`src/rtl/riva_fu_insn_queue.sv`:
```
// Per-FU instruction queue: accept/issue/commit pointers over a circular buffer; one-hot done pulse on commit.
// Latency: accept -> issue_valid_o 1 cycle, commit -> vinsn_done_o 1 cycle. Backpressure: insn_ready_o drops when
// every entry is awaiting commit. Optional RIVA_INSNQ_FLUSH_EN adds flush_i (drops unissued entries).
module riva_fu_insn_queue #(
  parameter int unsigned Depth        = 4,
  parameter int unsigned PayloadWidth = 64,
  parameter int unsigned NrVInsn      = 8,
  parameter int unsigned VidWidth     = (NrVInsn > 1) ? $clog2(NrVInsn) : 1
) (
  input  logic                    clk_i,
  input  logic                    rst_i,
  input  logic                    insn_valid_i,
  output logic                    insn_ready_o,
  input  logic [6:0]              insn_op_i,
  input  logic [VidWidth-1:0]     insn_vid_i,
  input  logic [PayloadWidth-1:0] insn_payload_i,
  output logic                    issue_valid_o,
  input  logic                    issue_ready_i,
  output logic [6:0]              issue_op_o,
  output logic [VidWidth-1:0]     issue_vid_o,
  output logic [PayloadWidth-1:0] issue_payload_o,
  input  logic                    commit_i,
`ifdef RIVA_INSNQ_FLUSH_EN
  input  logic                    flush_i,
`endif
  output logic [VidWidth-1:0]     commit_vid_o,
  output logic [NrVInsn-1:0]      vinsn_done_o,
  output logic                    busy_o
);

  localparam int unsigned IdxW = (Depth > 1) ? $clog2(Depth) : 1;
  localparam int unsigned CntW = $clog2(Depth + 1);
  localparam logic [CntW-1:0] DepthC   = CntW'(Depth);
  localparam logic [IdxW-1:0] LastIdx  = IdxW'(Depth - 1);

  logic [6:0]              op_q      [Depth];
  logic [VidWidth-1:0]     vid_q     [Depth];
  logic [PayloadWidth-1:0] payload_q [Depth];

  logic [IdxW-1:0]    acc_ptr, iss_ptr, cmt_ptr;
  logic [IdxW-1:0]    acc_ptr_n, iss_ptr_n, cmt_ptr_n;
  logic [CntW-1:0]    iss_cnt, cmt_cnt;
  logic [CntW-1:0]    iss_cnt_n, cmt_cnt_n;
  logic [NrVInsn-1:0] done_q;
  logic               acc_fire, iss_fire, cmt_fire, cmt_legal;

  function automatic logic [IdxW-1:0] ptr_inc(input logic [IdxW-1:0] p);
    return (p == LastIdx) ? '0 : p + IdxW'(1);
  endfunction

  assign insn_ready_o  = (cmt_cnt < DepthC);
  assign issue_valid_o = (iss_cnt != '0);
  assign cmt_legal     = (cmt_cnt > iss_cnt);
  assign busy_o        = (cmt_cnt != '0);
  assign vinsn_done_o  = done_q;

  // Storage is never reset, so gate reads to keep outputs clean while invalid.
  assign issue_op_o      = issue_valid_o ? op_q[iss_ptr]      : '0;
  assign issue_vid_o     = issue_valid_o ? vid_q[iss_ptr]     : '0;
  assign issue_payload_o = issue_valid_o ? payload_q[iss_ptr] : '0;
  assign commit_vid_o    = cmt_legal     ? vid_q[cmt_ptr]     : '0;

  always_comb begin
    acc_fire = insn_valid_i & insn_ready_o;
    iss_fire = issue_valid_o & issue_ready_i;
    cmt_fire = commit_i & cmt_legal;
`ifdef RIVA_INSNQ_FLUSH_EN
    if (flush_i) begin
      acc_fire = 1'b0;
      iss_fire = 1'b0;
    end
`endif
    acc_ptr_n = acc_fire ? ptr_inc(acc_ptr) : acc_ptr;
    iss_ptr_n = iss_fire ? ptr_inc(iss_ptr) : iss_ptr;
    cmt_ptr_n = cmt_fire ? ptr_inc(cmt_ptr) : cmt_ptr;
    iss_cnt_n = iss_cnt + CntW'(acc_fire) - CntW'(iss_fire);
    cmt_cnt_n = cmt_cnt + CntW'(acc_fire) - CntW'(cmt_fire);
`ifdef RIVA_INSNQ_FLUSH_EN
    // Unissued entries vanish; issued ones remain and can still commit this cycle.
    if (flush_i) begin
      acc_ptr_n = iss_ptr;
      cmt_cnt_n = cmt_cnt - iss_cnt - CntW'(cmt_fire);
      iss_cnt_n = '0;
    end
`endif
  end

  always_ff @(posedge clk_i or posedge rst_i) begin
    if (rst_i) begin
      acc_ptr <= '0;
      iss_ptr <= '0;
      cmt_ptr <= '0;
      iss_cnt <= '0;
      cmt_cnt <= '0;
      done_q  <= '0;
    end else begin
      acc_ptr <= acc_ptr_n;
      iss_ptr <= iss_ptr_n;
      cmt_ptr <= cmt_ptr_n;
      iss_cnt <= iss_cnt_n;
      cmt_cnt <= cmt_cnt_n;
      done_q  <= cmt_fire ? (NrVInsn'(1) << vid_q[cmt_ptr]) : '0;
    end
  end

  always_ff @(posedge clk_i) begin
    if (acc_fire) begin
      op_q[acc_ptr]      <= insn_op_i;
      vid_q[acc_ptr]     <= insn_vid_i;
      payload_q[acc_ptr] <= insn_payload_i;
    end
  end

`ifdef RIVA_INSNQ_ASSERT_ON
  a_commit_legal: assert property (@(posedge clk_i) disable iff (rst_i) commit_i |-> cmt_legal);
`endif

endmodule
```
`config.mk`:
```
export PLATFORM = sky130hd
export DESIGN_NAME = riva_fu_insn_queue
export DESIGN_NICKNAME = d
export VERILOG_FILES = /design/src/rtl/riva_fu_insn_queue.sv
export SDC_FILE = /design/constraint.sdc
export NUM_CORES = 1
export LEC_CHECK = 0
export ABC_AREA = 0
export BUFFER_PORTS_ARGS = -buffer_cell sky130_fd_sc_hd__buf_2
export CAP_MARGIN = 40
export CORE_MARGIN = 8
export CORE_UTILIZATION = 30
export CTS_BUF_LIST = sky130_fd_sc_hd__clkbuf_4
export CTS_CLUSTER_DIAMETER = 200
export DETAILED_ROUTE_END_ITERATION = 12
export PLACE_DENSITY = 0.55
export RECOVER_POWER = 25
export SETUP_SLACK_MARGIN = 0.2
export SYNTH_ARGS = -nofsm -noshare
export SYNTH_HDL_FRONTEND = slang
export SYNTH_SLANG_ARGS = --single-unit
```
`constraint.sdc`:
```
create_clock -name clk_i -period 3.9 [get_ports clk_i]
set_input_delay 0.78 -clock clk_i [delete_from_list [all_inputs] [get_ports clk_i]]
set_output_delay 0.78 -clock clk_i [all_outputs]
set_load 0.05 [all_outputs]
```
# Word level (Yosys, flattened, before mapping)
# Memories as Yosys holds them, arrays and structs flattened.
# Index checks and enable logic that the tools add are counted.
# totals
reg_bits	20
ram_bits	296
out_inout_bits	88
elab_cells	37
mem_count	3
# memory_table
name	words	word_bits	read_ports	rd_clocked_by_memory_dff	write_ports	line	source
payload_q	4	64	1	0	1	38	logic [PayloadWidth-1:0] payload_q [Depth];
op_q	4	7	1	0	1	36	logic [6:0] op_q [Depth];
vid_q	4	3	2	0	1	37	logic [VidWidth-1:0] vid_q [Depth];
# op_classes
add_sub_neg	7
n_lt_le_gt_ge	2
n_eq_ne	3
n_shift	1
mux	10
bitwise_logic	3
reduce_logical	2
# ops
op	n
two-way mux 64 bit	1
two-way mux 8 bit	1
left shift 1 x 3 -> 8 bit, first input constant	1
two-way mux 7 bit	1
adder 2 x 1 -> 2 bit, second input constant	3
adder 3 x 1 -> 3 bit	2
equality test 2 bit, second input constant	3
two-way mux 2 bit	3
two-way mux 3 bit	2
nonzero test 3 bit	2
subtractor 3 x 1 -> 3 bit	2
AND 1 bit	3
> comparator 3 bit	1
< comparator 3 bit, second input constant	1
two-way mux 1 bit	2

# Longest topological paths before layout
# depth
depth_word	4
mapped_depth	12
depth_no_buf	12

# Least setup slack after synthesis
# No wires, ideal clock.
# synth_timing
path_type	input port to flip-flop
from	input port insn_valid_i
to	memory op_q[3][0] (enable)
setup_ns	0.440
arrival_ns	2.853
t_required_ns	3.460
path_slack_ns	0.607
path_stages	2
n_path_buf	0
path_cell_list	nor2b_1 > and2_1
# synth_via
elab_chain_len	3
# synth_lines
element	line	source
start: declaration	12	input logic insn_valid_i,
AND 1 bit	64	acc_fire = insn_valid_i & insn_ready_o;
two-way mux 1 bit	107	if (acc_fire) begin
two-way mux 1 bit (implied by the code)	108	op_q[acc_ptr] <= insn_op_i;
end: declaration	36	
# Every way passes these cells.

# Worst setup path in the final report
# layout_timing
from	register iss_cnt[1]
to	output port issue_vid_o[2]
# layout_via
elab_chain_len	2
# layout_lines
element	line	source
start: declaration	42	logic [CntW-1:0] iss_cnt, cmt_cnt;
start signal: assignment	100	iss_cnt <= iss_cnt_n;
nonzero test 3 bit	52	assign issue_valid_o = (iss_cnt != '0);
two-way mux 3 bit	59	assign issue_vid_o = issue_valid_o ? vid_q[iss_ptr] : '0;
end: declaration	20	output logic [VidWidth-1:0] issue_vid_o,
# Every way passes these cells.

==> reports/results.ini <==
[worst_setup_path]
crit_slowest_cell=or3_2
critical-path-top-delay-family=simple AND/OR/NAND/NOR gates
critPathRequiredTime_ns=3.12
ff2ff_path_depth=11
crit_buf_inv=2
criticalPathCategory=reg2out
end_kind=primary output
start_kind=register
cp_cell_sequence=or3_2 > buf_6 > and2_1 > buf_2
worstPathArrival_ns=2.66
max_stage_delay_ns=0.73
path_depth=4
worst-path-max-fanout=57

[cells_and_area]
ff_latch_area_um2=9400
fin_cells=1428
multiInputGateArea_um2=2670
layout.nets=914
area_growth_pct=22.5
final_core_util_pct=37.0
num-fill-cells=3890
final_cell_area_um2=15000
drive_gt1_share_pct=39.8

[yosys]
synth_seq_cells=316
post-synth-top-count-cell=edfxtp_1
synth-simple-area-share_pct=5.05
synthXorXnorAreaFrac_pct=0.286
dominantRegCellSynth=edfxtp_1
synth_top_family_by_area=multiplexers
syn_inst=568
async_flop_share_pct=6.33
yosys_warnings=0
synth.yosys.seq_area_share_pct=76.6
muxShareOfSynthArea_pct=14.5
synth.area.top_cells=edfxtp_1, mux4_2, dfrtp_1, and2_1, ha_1
syn_avg_cell_area_um2=21.6
ys_top_cells_by_count=edfxtp_1, and2_1, mux4_2, dfrtp_1, inv_1
synth_nets=662
synth-edff-count=296
synthAdderAreaFrac_pct=1.65
synth-compound-area-share_pct=0.265
synth_top_cell_by_area=edfxtp_1
yosysTopAreaCellShare_pct=72.5
ys_types=29
syn_area_um2=12300

[routing]
totalWireLength_um=26900
drt_iter0_drc=279
drc=0
firstDrtPassIters=4
vias=6251
viasPerCell=4.38
routedWlPerCell_um=18.8
antenna_left=0

[global_route]
met3_usage_pct=4.52
antenna_found_initial=5
grt_max_degree=72
grt_use_met2_pct=17.9
grt_pass1_vias=7008
globalRouteMet1Util_pct=13.8
grt_pass1_wl_um=40600
grt_usage_pct=11.3
top_usage_layer=met2
globalRouteOverflowTotal=0

[clock_network]
cts_buffers=89
cts_max_path_buffers=3
path_clk_slew_ns=0.06
insertion_delay_ns=0.72
cts_tree=built
cts_root_buffer=clkbuf_4
cts_sinks=316
cts_hold_buf=0
cts_max_level=3

[placement]
io_buffers=166
place_congestion=0.676
place_inst=1253
hpwlAfterDp_um=15300
place_area_um2=13800

[timing]
setup_viol=0
fmax_mhz=291
worstMarginPinSlew_ns=0.790
fin_worst_skew_ns=0.0338
setup_tns_ns=0
maxSlewViolCount=0
relSlewSlack_pct=47.3
hold_viol=0
period_minus_slack_ns=3.44
post-route-period-util_pct=88.1
rsz0062_at_grt=false

[floorplanning]
fp.dieW_um=218
io_pins=167
core_um2=40600
rows=74
chipHeight_um=218
dieArea_um2=47600
initial_core_util_pct=30.2

[hold_path]
min_path_type=in2async

[power]
power.density_nw_per_um2=884
ir_worst_vdd_mv=0.579
cellLeakagePower_uw=0.00527

[run_status]
outcome=finished, final reports clean

[run]
drv_cap=0

## cells by family (layout without fill, tap and decap cells)
logic type / Yosys count / after routing
DFF: 316 / 316
and+or+nand+nor: 105 / 105
muxes: 80 / 80
buffers and inverters: 43 / 367
adders and majority gates: 15 / 15
AOI/OAI and AO/OA: 5 / 5
xor gates and xnor gates: 4 / 4
other: 0 / 4
## power by group
group / internal [µW] / switching [µW] / leakage (µW) / total, µW
clock network: 1700 / 1370 / 0.000683 / 3070
logic: 1870 / 3870 / 0.00164 / 5740
registers: 4260 / 210 / 0.00294 / 4470
## registers in the layout (all words and copies together), names as in the netlist
name and flops:
payload_q 256, op_q 28, vid_q 12, vinsn_done_o 8
cmt_cnt 3, iss_cnt 3, acc_ptr 2, cmt_ptr 2
iss_ptr 2
## path summary, 6_finish.rpt
kind	end	slack, ns	from
hold / removal	iss_ptr[1]	0.20	rst_i
min in group clk_i	payload_q[2][37]	0.28	insn_payload_i[37]
setup / recovery	issue_vid_o[2]	0.46	iss_cnt[1]
setup reg to reg	cmt_cnt[2]	1.24	iss_cnt[1]
max in group asynchronous	iss_ptr[0]	3.12	rst_i
hold reg to reg	cmt_cnt[0]	0.53	cmt_cnt[0]
## placed cells by master (no fill, tap or decap), drive strengths merged
| cell type | instances |
|---|---|
| ha | 13 |
| and3 | 3 |
| edfxtp | 296 |
| dfrtp | 20 |
| a21o | 1 |
| and2 | 78 |
| xor2 | 1 |
| nand3 | 3 |
| nand2 | 3 |
| nor2b | 1 |
| clkbuf | 180 |
| a31oi | 1 |
| inv | 19 |
| diode | 4 |
| buf | 133 |
| nor2 | 11 |
| xnor2 | 3 |
| bufinv | 3 |
| fa | 2 |
| o21ai | 2 |
| nand3b | 1 |
| mux4 | 77 |
| nor3 | 1 |
| or3 | 4 |
| clkinvlp | 2 |
| a211o | 1 |
| mux2 | 3 |
| clkinv | 30 |
## routing by layer
| metal | routed length [µm] | up-vias |
|---|---|---|
| met5 | 22 | - |
| li1 | - | 2848 |
| met2 | 12900 | 195 |
| met3 | 1940 | 42 |
| met1 | 11600 | 3162 |
| met4 | 366 | 4 |
## per-stage QoR
step	setup WS [ns]	total power (µW)	hold WS, ns
3_5_place_dp	0.874	10300	0.522
6_report	0.462	13300	0.203
4_1_cts	0.223	13500	0.0995
3_3_place_gp	0.876	10300	0.529
5_1_grt	0.224	14000	0.154
2_1_floorplan	0.607	8870	0.492
## cell type report
cell class / count / share of cell area (%)
Clock inverter: 36 / 1.49
Clock buffer: 127 / 6.35
Tap cell: 532 / 4.43
Antenna cell: 4 / 0.0666
Sequential cell: 316 / 62.5
Timing Repair Buffer: 186 / 6.89
Multi-Input combinational cell: 209 / 17.8
Inverter: 18 / 0.450
## timing repair
| action | in CTS | in global routing |
|---|---|---|
| buffers inserted | 1 | 7 |
| gates resized for setup | 1 | 1 |
| cloned | 0 | 0 |
| endpoints found under the setup margin | 56 | 11 |
Note: power is estimated with default switching activity, not from simulation.
